### src/rtl/acc_drain.sv
`default_nettype none
// ============================================================================
// Module   : acc_drain
// Brief    : Drains one N_KERNEL-lane accumulator word as rounded, shifted,
//            saturated B_PIXEL-bit pixels on a valid/ready stream, lane 0 first.
//            Optional saturation counter: define ACC_DRAIN_STATS_EN.
// Revision : 1.0 - initial release
// ============================================================================
module acc_drain #(
    parameter int N_KERNEL = 3,
    parameter int B_PIXEL  = 16,
    parameter int SHIFT_W  = 5
) (
    input  logic                            clk,
    input  logic                            rstn,
    input  logic [2*B_PIXEL*N_KERNEL-1:0]   acc_i,
    input  logic                            acc_valid_i,
    output logic                            acc_ready_o,
    input  logic [SHIFT_W-1:0]              shift_i,
    output logic                            clk_en_o,
    output logic [B_PIXEL-1:0]              m_tdata_o,
    output logic                            m_tvalid_o,
    output logic                            m_tlast_o,
    input  logic                            m_tready_i,
    output logic [15:0]                     sat_cnt_o
);

    localparam int c_ACC_W = 2 * B_PIXEL;
    localparam int c_IDX_W = (N_KERNEL > 1) ? $clog2(N_KERNEL) : 1;
    localparam logic [c_IDX_W-1:0]       c_LAST_IDX = c_IDX_W'(N_KERNEL - 1);
    localparam logic signed [c_ACC_W:0]  c_ONE      = (c_ACC_W+1)'(1);
    localparam logic signed [c_ACC_W:0]  c_PIX_MAX  =
        {{(c_ACC_W-B_PIXEL+2){1'b0}}, {(B_PIXEL-1){1'b1}}};
    localparam logic signed [c_ACC_W:0]  c_PIX_MIN  =
        {{(c_ACC_W-B_PIXEL+2){1'b1}}, {(B_PIXEL-1){1'b0}}};

    typedef enum logic [0:0] {
        S_IDLE = 1'b0,
        S_SEND = 1'b1
    } state_t;

    state_t                        r_state;
    state_t                        w_state_nxt;
    logic [c_IDX_W-1:0]            r_idx;
    logic [c_IDX_W-1:0]            w_idx_nxt;
    logic [2*B_PIXEL*N_KERNEL-1:0] r_acc;
    logic [SHIFT_W-1:0]            r_shift;
    logic                          w_last;
    logic                          w_capture;

    logic [c_ACC_W-1:0]            w_lane;
    logic signed [c_ACC_W:0]       w_x;
    logic signed [c_ACC_W:0]       w_rnd;
    logic signed [c_ACC_W:0]       w_sum;
    logic signed [c_ACC_W:0]       w_y;
    logic                          w_sat_hi;
    logic                          w_sat_lo;
    logic [B_PIXEL-1:0]            w_pix;

    assign w_last    = (r_idx == c_LAST_IDX);
    assign w_capture = acc_valid_i & acc_ready_o;
    assign clk_en_o  = acc_ready_o;

    always_comb begin
        w_state_nxt = r_state;
        w_idx_nxt   = r_idx;
        acc_ready_o = 1'b0;
        m_tvalid_o  = 1'b0;
        m_tlast_o   = 1'b0;
        case (r_state)
            S_IDLE: begin
                acc_ready_o = 1'b1;
                if (acc_valid_i) begin
                    w_state_nxt = S_SEND;
                    w_idx_nxt   = '0;
                end
            end
            S_SEND: begin
                m_tvalid_o  = 1'b1;
                m_tlast_o   = w_last;
                // Accepting on the last handshake keeps consecutive words bubble-free
                acc_ready_o = w_last & m_tready_i;
                if (m_tready_i) begin
                    if (!w_last) begin
                        w_idx_nxt = r_idx + c_IDX_W'(1);
                    end else begin
                        w_idx_nxt = '0;
                        if (!acc_valid_i) begin
                            w_state_nxt = S_IDLE;
                        end
                    end
                end
            end
            default: begin
                w_state_nxt = S_IDLE;
                w_idx_nxt   = '0;
            end
        endcase
    end

    always_ff @(posedge clk or negedge rstn) begin
        if (!rstn) begin
            r_state <= S_IDLE;
            r_idx   <= '0;
            r_acc   <= '0;
            r_shift <= '0;
        end else begin
            r_state <= w_state_nxt;
            r_idx   <= w_idx_nxt;
            if (w_capture) begin
                r_acc   <= acc_i;
                r_shift <= shift_i;
            end
        end
    end

    assign w_lane = r_acc[r_idx*c_ACC_W +: c_ACC_W];
    assign w_x    = {w_lane[c_ACC_W-1], w_lane};

    // One guard bit absorbs the rounding carry before the arithmetic shift
    always_comb begin
        w_rnd = '0;
        w_sum = w_x;
        w_y   = w_x;
        if (32'(r_shift) >= 32'(c_ACC_W)) begin
            w_y = {(c_ACC_W+1){w_x[c_ACC_W]}};
        end else if (r_shift != '0) begin
            w_rnd = c_ONE << (r_shift - SHIFT_W'(1));
            w_sum = w_x + w_rnd;
            w_y   = w_sum >>> r_shift;
        end
    end

    assign w_sat_hi  = (w_y > c_PIX_MAX);
    assign w_sat_lo  = (w_y < c_PIX_MIN);
    assign w_pix     = w_sat_hi ? c_PIX_MAX[B_PIXEL-1:0] :
                       w_sat_lo ? c_PIX_MIN[B_PIXEL-1:0] : w_y[B_PIXEL-1:0];
    assign m_tdata_o = (r_state == S_SEND) ? w_pix : '0;

`ifdef ACC_DRAIN_STATS_EN
    logic [15:0] r_sat_cnt;
    logic        w_sat_evt;

    assign w_sat_evt = m_tvalid_o & m_tready_i & (w_sat_hi | w_sat_lo);

    always_ff @(posedge clk or negedge rstn) begin
        if (!rstn) begin
            r_sat_cnt <= 16'd0;
        end else if (w_sat_evt && (r_sat_cnt != 16'hFFFF)) begin
            r_sat_cnt <= r_sat_cnt + 16'd1;
        end
    end

    assign sat_cnt_o = r_sat_cnt;
`else
    assign sat_cnt_o = 16'd0;
`endif

endmodule
`default_nettype wire
### config.mk
export PLATFORM = sky130hd
export DESIGN_NAME = acc_drain
export DESIGN_NICKNAME = d
export VERILOG_FILES = /design/src/rtl/acc_drain.sv
export SDC_FILE = /design/constraint.sdc
export NUM_CORES = 1
export LEC_CHECK = 0
export CAP_MARGIN = 20
export CORE_MARGIN = 10
export CORE_UTILIZATION = 57
export CTS_CLUSTER_SIZE = 24
export DETAILED_ROUTE_END_ITERATION = 7
export PLACE_DENSITY = 0.87
export SETUP_SLACK_MARGIN = 0.15
export SLEW_MARGIN = 30
export SYNTH_ARGS = -nofsm -noshare
export SYNTH_HDL_FRONTEND = slang
export SYNTH_SLANG_ARGS = --single-unit
### constraint.sdc
create_clock -name clk -period 9.3 [get_ports clk]
set_input_delay 1.86 -clock clk [delete_from_list [all_inputs] [get_ports clk]]
set_output_delay 1.86 -clock clk [all_outputs]
set_load 0.01 [all_outputs]
==> impl_metrics.py, run 1 <==
metrics = {
    "floorplan": {
        "die_area_um2": 23900,
        "core_area_um2": 17900,
        "rows": 49,
        "initial_core_util": 0.578,
        "dieWidth_um": 155,
        "die_y_um": 155,
        "pin_count": 141,
    },
    "sta": {
        "slew_headroom": 0.361,
        "rsz0062_at_grt": "no",
        "clock.fmax_mhz": 115,
        "report.final.slew_viol_count": 0,
        "fin_crit_sh": 0.938,
        "setup_tns_ns": 0,
        "final_hold_viol_count": 0,
        "setup_viol": 0,
        "fin_crit_ns": 8.73,
        "skew_ns": 0.00829,
        "worst_pin_slew_ns": 0.948,
    },
    "synth": {
        "synth_flop_cell": "dfrtp_1",
        "async_flop_share": 1.00,
        "synth-edff-count": 0,
        "yosysMostFrequentCell": "nand2_1",
        "postSynthCellCount": 1263,
        "postSynthAreaPerCell_um2": 8.19,
        "synth_top_cells_by_count": "nand2_1 (144), nor2_1 (122), mux2_2 (105)",
        "ys_top_cells_by_area": "dfrtp_1 (25%), mux2_2 (11%), mux2i_1 (6.8%)",
        "ys_seq_area_frac": 0.252,
        "synth_top_area_share": 0.252,
        "synth-seq-cells": 104,
        "ys_types": 95,
        "yosysWarnings": 0,
        "synth_area_um2": 10300,
        "synth_top_area_cell": "dfrtp_1",
    },
    "grt": {
        "use_met2": 0.508,
        "grt_overflow_total": 0,
        "grt_use_met1": 0.400,
        "grtUsageTotal": 0.312,
        "use_met3": 0.0605,
        "grt_max_degree": 65,
        "grt_pass1_vias": 10600,
        "antenna_found_initial": 0,
        "grt_most_used_layer": "met2",
        "grt_pass1_wl_mm": 60.5,
    },
    "clocking": {
        "path_clk_slew_ns": 0.08,
        "cts_tree": "built",
        "cts_made_buffers": 9,
        "post_cts_buffers": 0,
        "ctsRootBufferMaster": "clkbuf_16",
        "ctsHoldBuffers": 0,
        "cts_buffer_depth": 2,
        "clock_sinks": 104,
        "h-tree-depth": 3,
        "clkLatencyLatePin_ns": 0.35,
    },
    "setup_path": {
        "worstSetupPathType": "reg -> out",
        "slowest_delay_ns": 0.65,
        "worst_setup_path_start_kind": "flop",
        "path_cells": "buf_4 -> mux2i_1 -> o21ai_0 -> ha_1 -> a21oi_1 -> o211ai_1 -> a41oi_1 -> nor2_1 -> mux2_2 -> a2111oi_0 -> a221o_1 -> nand2b_1 -> o2bb2ai_1 -> o221ai_1 -> a21oi_1 -> a41oi_4 -> buf_4 -> o21ai_2 -> clkdlybuf4s50_1",
        "r2r.worst_path.cells": 7,
        "cp-end-kind": "output port",
        "required_ns": 7.44,
        "crit_path_max_fanout": 17,
        "cp.arrival_ns": 6.87,
        "crit_slowest_cell": "dfrtp_2",
    },
    "routing": {
        "first_pass_iters": 7,
        "wl_per_cell_um": 24.9,
        "final_antenna_net_count": 0,
        "remaining_drc_errors": 0,
        "wl_mm": 39.3,
        "viasPerCell": 6.92,
        "num_vias": 10900,
        "dr.first_iter.drc_count": 1400,
    },
    "hold_path": {
        "whs_path_depth": 1,
        "hp-class": "reg -> reg",
    },
    "place": {
        "gp_congestion": 1.03,
        "post-dp-hpwl_mm": 30.7,
        "io_buffer_count": 124,
    },
    "final_layout": {
        "n_antenna_cell": 0,
        "layout-drive-gt1-share": 0.155,
        "area.growth.synth_to_final_pct": 16.4,
        "nets": 1483,
    },
    "job": {
        "max-cap-violations": 0,
    },
    "run_status": {
        "outcome": "finished, final reports clean",
    },
}
[metrics by stage]
step	utilization	hold WS, ns	cell area [um^2]	std cells	setup WS, ns
2_1_floorplan	-	0.480	10400	1278	1.66
3_3_place_gp	0.654	0.488	11700	1563	1.02
3_5_place_dp	0.654	0.496	11700	1563	1.03
4_1_cts	0.672	0.512	12000	1579	0.613
6_report	0.672	0.510	12000	1579	0.575
5_1_grt	0.672	0.520	12000	1579	0.217
[logic make-up after synthesis]
family | synth area share
xor+xnor | 0.0212
compound gates | 0.261
flops | 0.252
other cells | 0.000363
mux | 0.186
fa+ha+maj | 0.0406
buf+inv | 0.0632
simple gates | 0.176
[cells in the final DEF, fill, tap and decap left out, types with 18 or more instances in the layout]
| cell | n |
|---|---|
| mux2_2 | 105 |
| o211ai_1 | 19 |
| o21ai_0 | 80 |
| nor3_1 | 18 |
| clkdlybuf4s50_1 | 123 |
| inv_1 | 28 |
| nand2_1 | 144 |
| nor2_1 | 122 |
| mux2i_1 | 70 |
| ha_1 | 32 |
| a21oi_1 | 80 |
| a211oi_1 | 20 |
| buf_4 | 44 |
| dfrtp_1 | 103 |
| nand4_1 | 20 |
[registers in the layout, summed over array words and instances, names as in the netlist]
register	cells
r_idx	2
r_state	1
r_acc	96
r_shift	5
[path summary, 6_finish.rpt]
| kind | endpoint | slack [ns] | start |
|---|---|---|---|
| worst max-delay path | m_tdata_o[7] | 0.57 | r_idx[0] |
| worst min-delay path | r_acc[52] | 0.51 | r_acc[52] |
| worst max register to register | r_acc[9] | 6.08 | r_idx[0] |
| worst min register to register | r_acc[52] | 0.51 | r_acc[52] |
| max in group asynchronous | r_idx[0] | 6.61 | rstn |
| min in group asynchronous | r_acc[10] | 1.51 | rstn |
[worst max-delay path, delay by kind of cell, from the launching register on]
family | cells | cell delay (ns)
buf+inv | 3 | 1.15
flops | 1 | 0.65
fa+ha+maj | 1 | 0.46
mux | 2 | 0.37
simple gates | 2 | 0.21
compound gates | 11 | 3.64
[cell type report]
cell class	count	area [um^2]
inverter	30	113
clock inverter	7	88.8
timing repair buffer	167	1560
sequential	104	2600
clock buffer	9	225
tap	229	287
multi-input combinational	1033	7160
fill	1434	5870
[what timing repair did]
item                       in CTS  in global routing
gates resized for setup         0                  1
hold endpoints to repair        0                  0
setup endpoints to repair       0                 10
[metal layers]
| layer | up-vias | wire, um |
|---|---|---|
| met5 | - | 0 |
| met4 | 0 | 1600 |
| met3 | 130 | 3740 |
| met2 | 699 | 18300 |
| met1 | 5271 | 15700 |
| li1 | 4832 | - |
Power of run 1 is not shown: default switching activity piles up to over one toggle a cycle in this logic, so the estimate is an artifact.
==> run 2: changes to the inputs <==
Settings changed: MAX_ROUTING_LAYER set to met4.
==> run 2 against run 1 <==
Net effect: setup slack got worse by 0.17 ns; hold slack got worse by 0.0014 ns; cell area about the same; register-to-register slack got worse by 0.34 ns; first-iteration DRC count decreased by 19%.
==> impl_metrics.py, run 2 (same netlist as run 1, synthesis figures left out) <==
metrics = {
    "routing": {
        "viasPerCell": 6.92,
        "num_vias": 10900,
        "wl_per_cell_um": 25.5,
        "dr.first_iter.drc_count": 1133,
        "first_pass_iters": 6,
        "remaining_drc_errors": 0,
        "wl_mm": 40.2,
        "final_antenna_net_count": 0,
    },
    "final_layout": {
        "regArea_um2": 2600,
        "nets": 1481,
        "final_common_cell": "nand2_1",
        "n_fill_cell": 1460,
        "layout-drive-gt1-share": 0.154,
        "largest_register": "r_acc",
        "n_antenna_cell": 0,
        "multi_input_area_um2": 7160,
        "area.growth.synth_to_final_pct": 16.4,
        "layout_common_cells": "nand2_1 (144), clkdlybuf4s50_1 (123), nor2_1 (122), mux2_2 (105), dfrtp_1 (103)",
        "reg.largest.list": "r_acc: 96 flops, r_shift: 5 flops, r_idx: 2 flops",
        "largest_register_ffs": 96,
    },
    "grt": {
        "grt_max_degree": 73,
        "grt_most_used_layer": "met2",
        "grt_pass1_wl_mm": 61.4,
        "grt_pass1_vias": 10700,
        "use_met2": 0.517,
        "grt_use_met1": 0.406,
        "antenna_found_initial": 0,
        "grtUsageTotal": 0.328,
        "use_met3": 0.0610,
        "grt_overflow_total": 0,
    },
    "clocking": {
        "cts_buffer_depth": 2,
        "path_clk_slew_ns": 0.07,
        "ctsHoldBuffers": 0,
        "ctsRootBufferMaster": "clkbuf_16",
        "cts_resized": 0,
        "h-tree-depth": 3,
        "clock_sinks": 104,
        "cts_tree": "built",
        "clkLatencyLatePin_ns": 0.35,
        "cts_made_buffers": 9,
        "post_cts_buffers": 0,
    },
    "setup_path": {
        "endpoint": "m_tdata_o[12]",
        "crit_start": "r_idx[0]",
        "worstSetupPathType": "reg -> out",
        "cp.arrival_ns": 7.04,
        "cp-end-kind": "output port",
        "r2r-start": "r_idx[0]",
        "rrSetupSlack_ns": 5.74,
        "crit_path_max_fanout": 16,
        "r2r.worst_path.cells": 7,
        "required_ns": 7.44,
        "worst_setup_path_start_kind": "flop",
        "rr_endpoint": "r_acc[64]",
    },
    "floorplan": {
        "dieWidth_um": 155,
        "die_area_um2": 23900,
        "die_y_um": 155,
        "pin_count": 141,
        "core_area_um2": 17900,
        "rows": 49,
        "initial_core_util": 0.578,
    },
    "hold_path": {
        "hp-class": "reg -> reg",
    },
    "sta": {
        "fin_crit_sh": 0.957,
        "clock.fmax_mhz": 112,
        "skew_ns": 0.00881,
        "worst_pin_slew_ns": 0.912,
        "final_hold_viol_count": 0,
        "fin_crit_ns": 8.90,
        "setup_tns_ns": 0,
        "rsz0062_at_grt": "no",
        "slew_headroom": 0.390,
        "report.final.slew_viol_count": 0,
        "setup_viol": 0,
    },
    "place": {
        "io_buffer_count": 124,
        "gp_congestion": 1.01,
        "post-dp-hpwl_mm": 30.8,
    },
    "run_status": {
        "outcome": "finished, final reports clean",
    },
    "job": {
        "max-cap-violations": 0,
    },
}
[run 2: cell count changes in the layout (fill, tap and decap cells not counted), sizes merged]
cell    delta
buf        -2
clkinv     -1
inv        +1
[run 2: how the worst min path moves through the flow]
stage               from         to  slack [ns]  cells past startpoint
3_3_place_gp   r_acc[60]  r_acc[60]        0.49                      1
2_1_floorplan   r_acc[0]   r_acc[0]        0.48                      1
3_5_place_dp   r_acc[50]  r_acc[50]        0.50                      1
6_report       r_acc[27]  r_acc[27]        0.51                      1
5_1_grt        r_acc[38]  r_acc[38]        0.52                      1
4_1_cts        r_acc[79]  r_acc[79]        0.51                      1
[run 2: critical path, stage by stage, from the launching register on]
cell and delay, ns:
dfrtp_2 0.57, nor2b_2 0.55, buf_4 0.33, nand2_1 0.08
o21ai_0 0.27, ha_1 0.46, a21oi_1 0.34, o21ai_1 0.27
a41oi_2 0.47, o211ai_1 0.20, o22a_1 0.22, a2111oi_0 0.65
a221o_1 0.23, nand2b_1 0.15, o2bb2ai_1 0.24, o221ai_1 0.23
a21oi_1 0.27, a41oi_4 0.20, buf_4 0.22, o21ai_2 0.15
clkdlybuf4s50_1 0.57
[run 2: layout make-up]
type / count / share of cell area
flip-flops and latches: 104 / 0.216
clock buffers: 9 / 0.0187
clock inverters: 7 / 0.00696
inverters: 30 / 0.00935
repair buffers: 165 / 0.130
well taps: 229 / 0.0238
multi-input cells: 1033 / 0.595
[run 2: routing by layer]
layer  up-vias  wire, um
li1       4818         -
met1      5312     15700
met2       660     18800
met3       120      4010
met4         0      1680
met5         -         0
[run 2: metrics by stage]
step                utilization  area [um^2]  setup slack (ns)  hold slack (ns)  std cells
global route              0.672        12000             0.160            0.517       1577
floorplan                     -        10400              1.66            0.480       1278
finish                    0.672        12000             0.401            0.509       1577
global placement          0.653        11700              1.05            0.489       1560
CTS                       0.670        12000             0.490            0.511       1576
detailed placement        0.653        11700             0.935            0.496       1560
Power of run 2 is left out for the same reason.
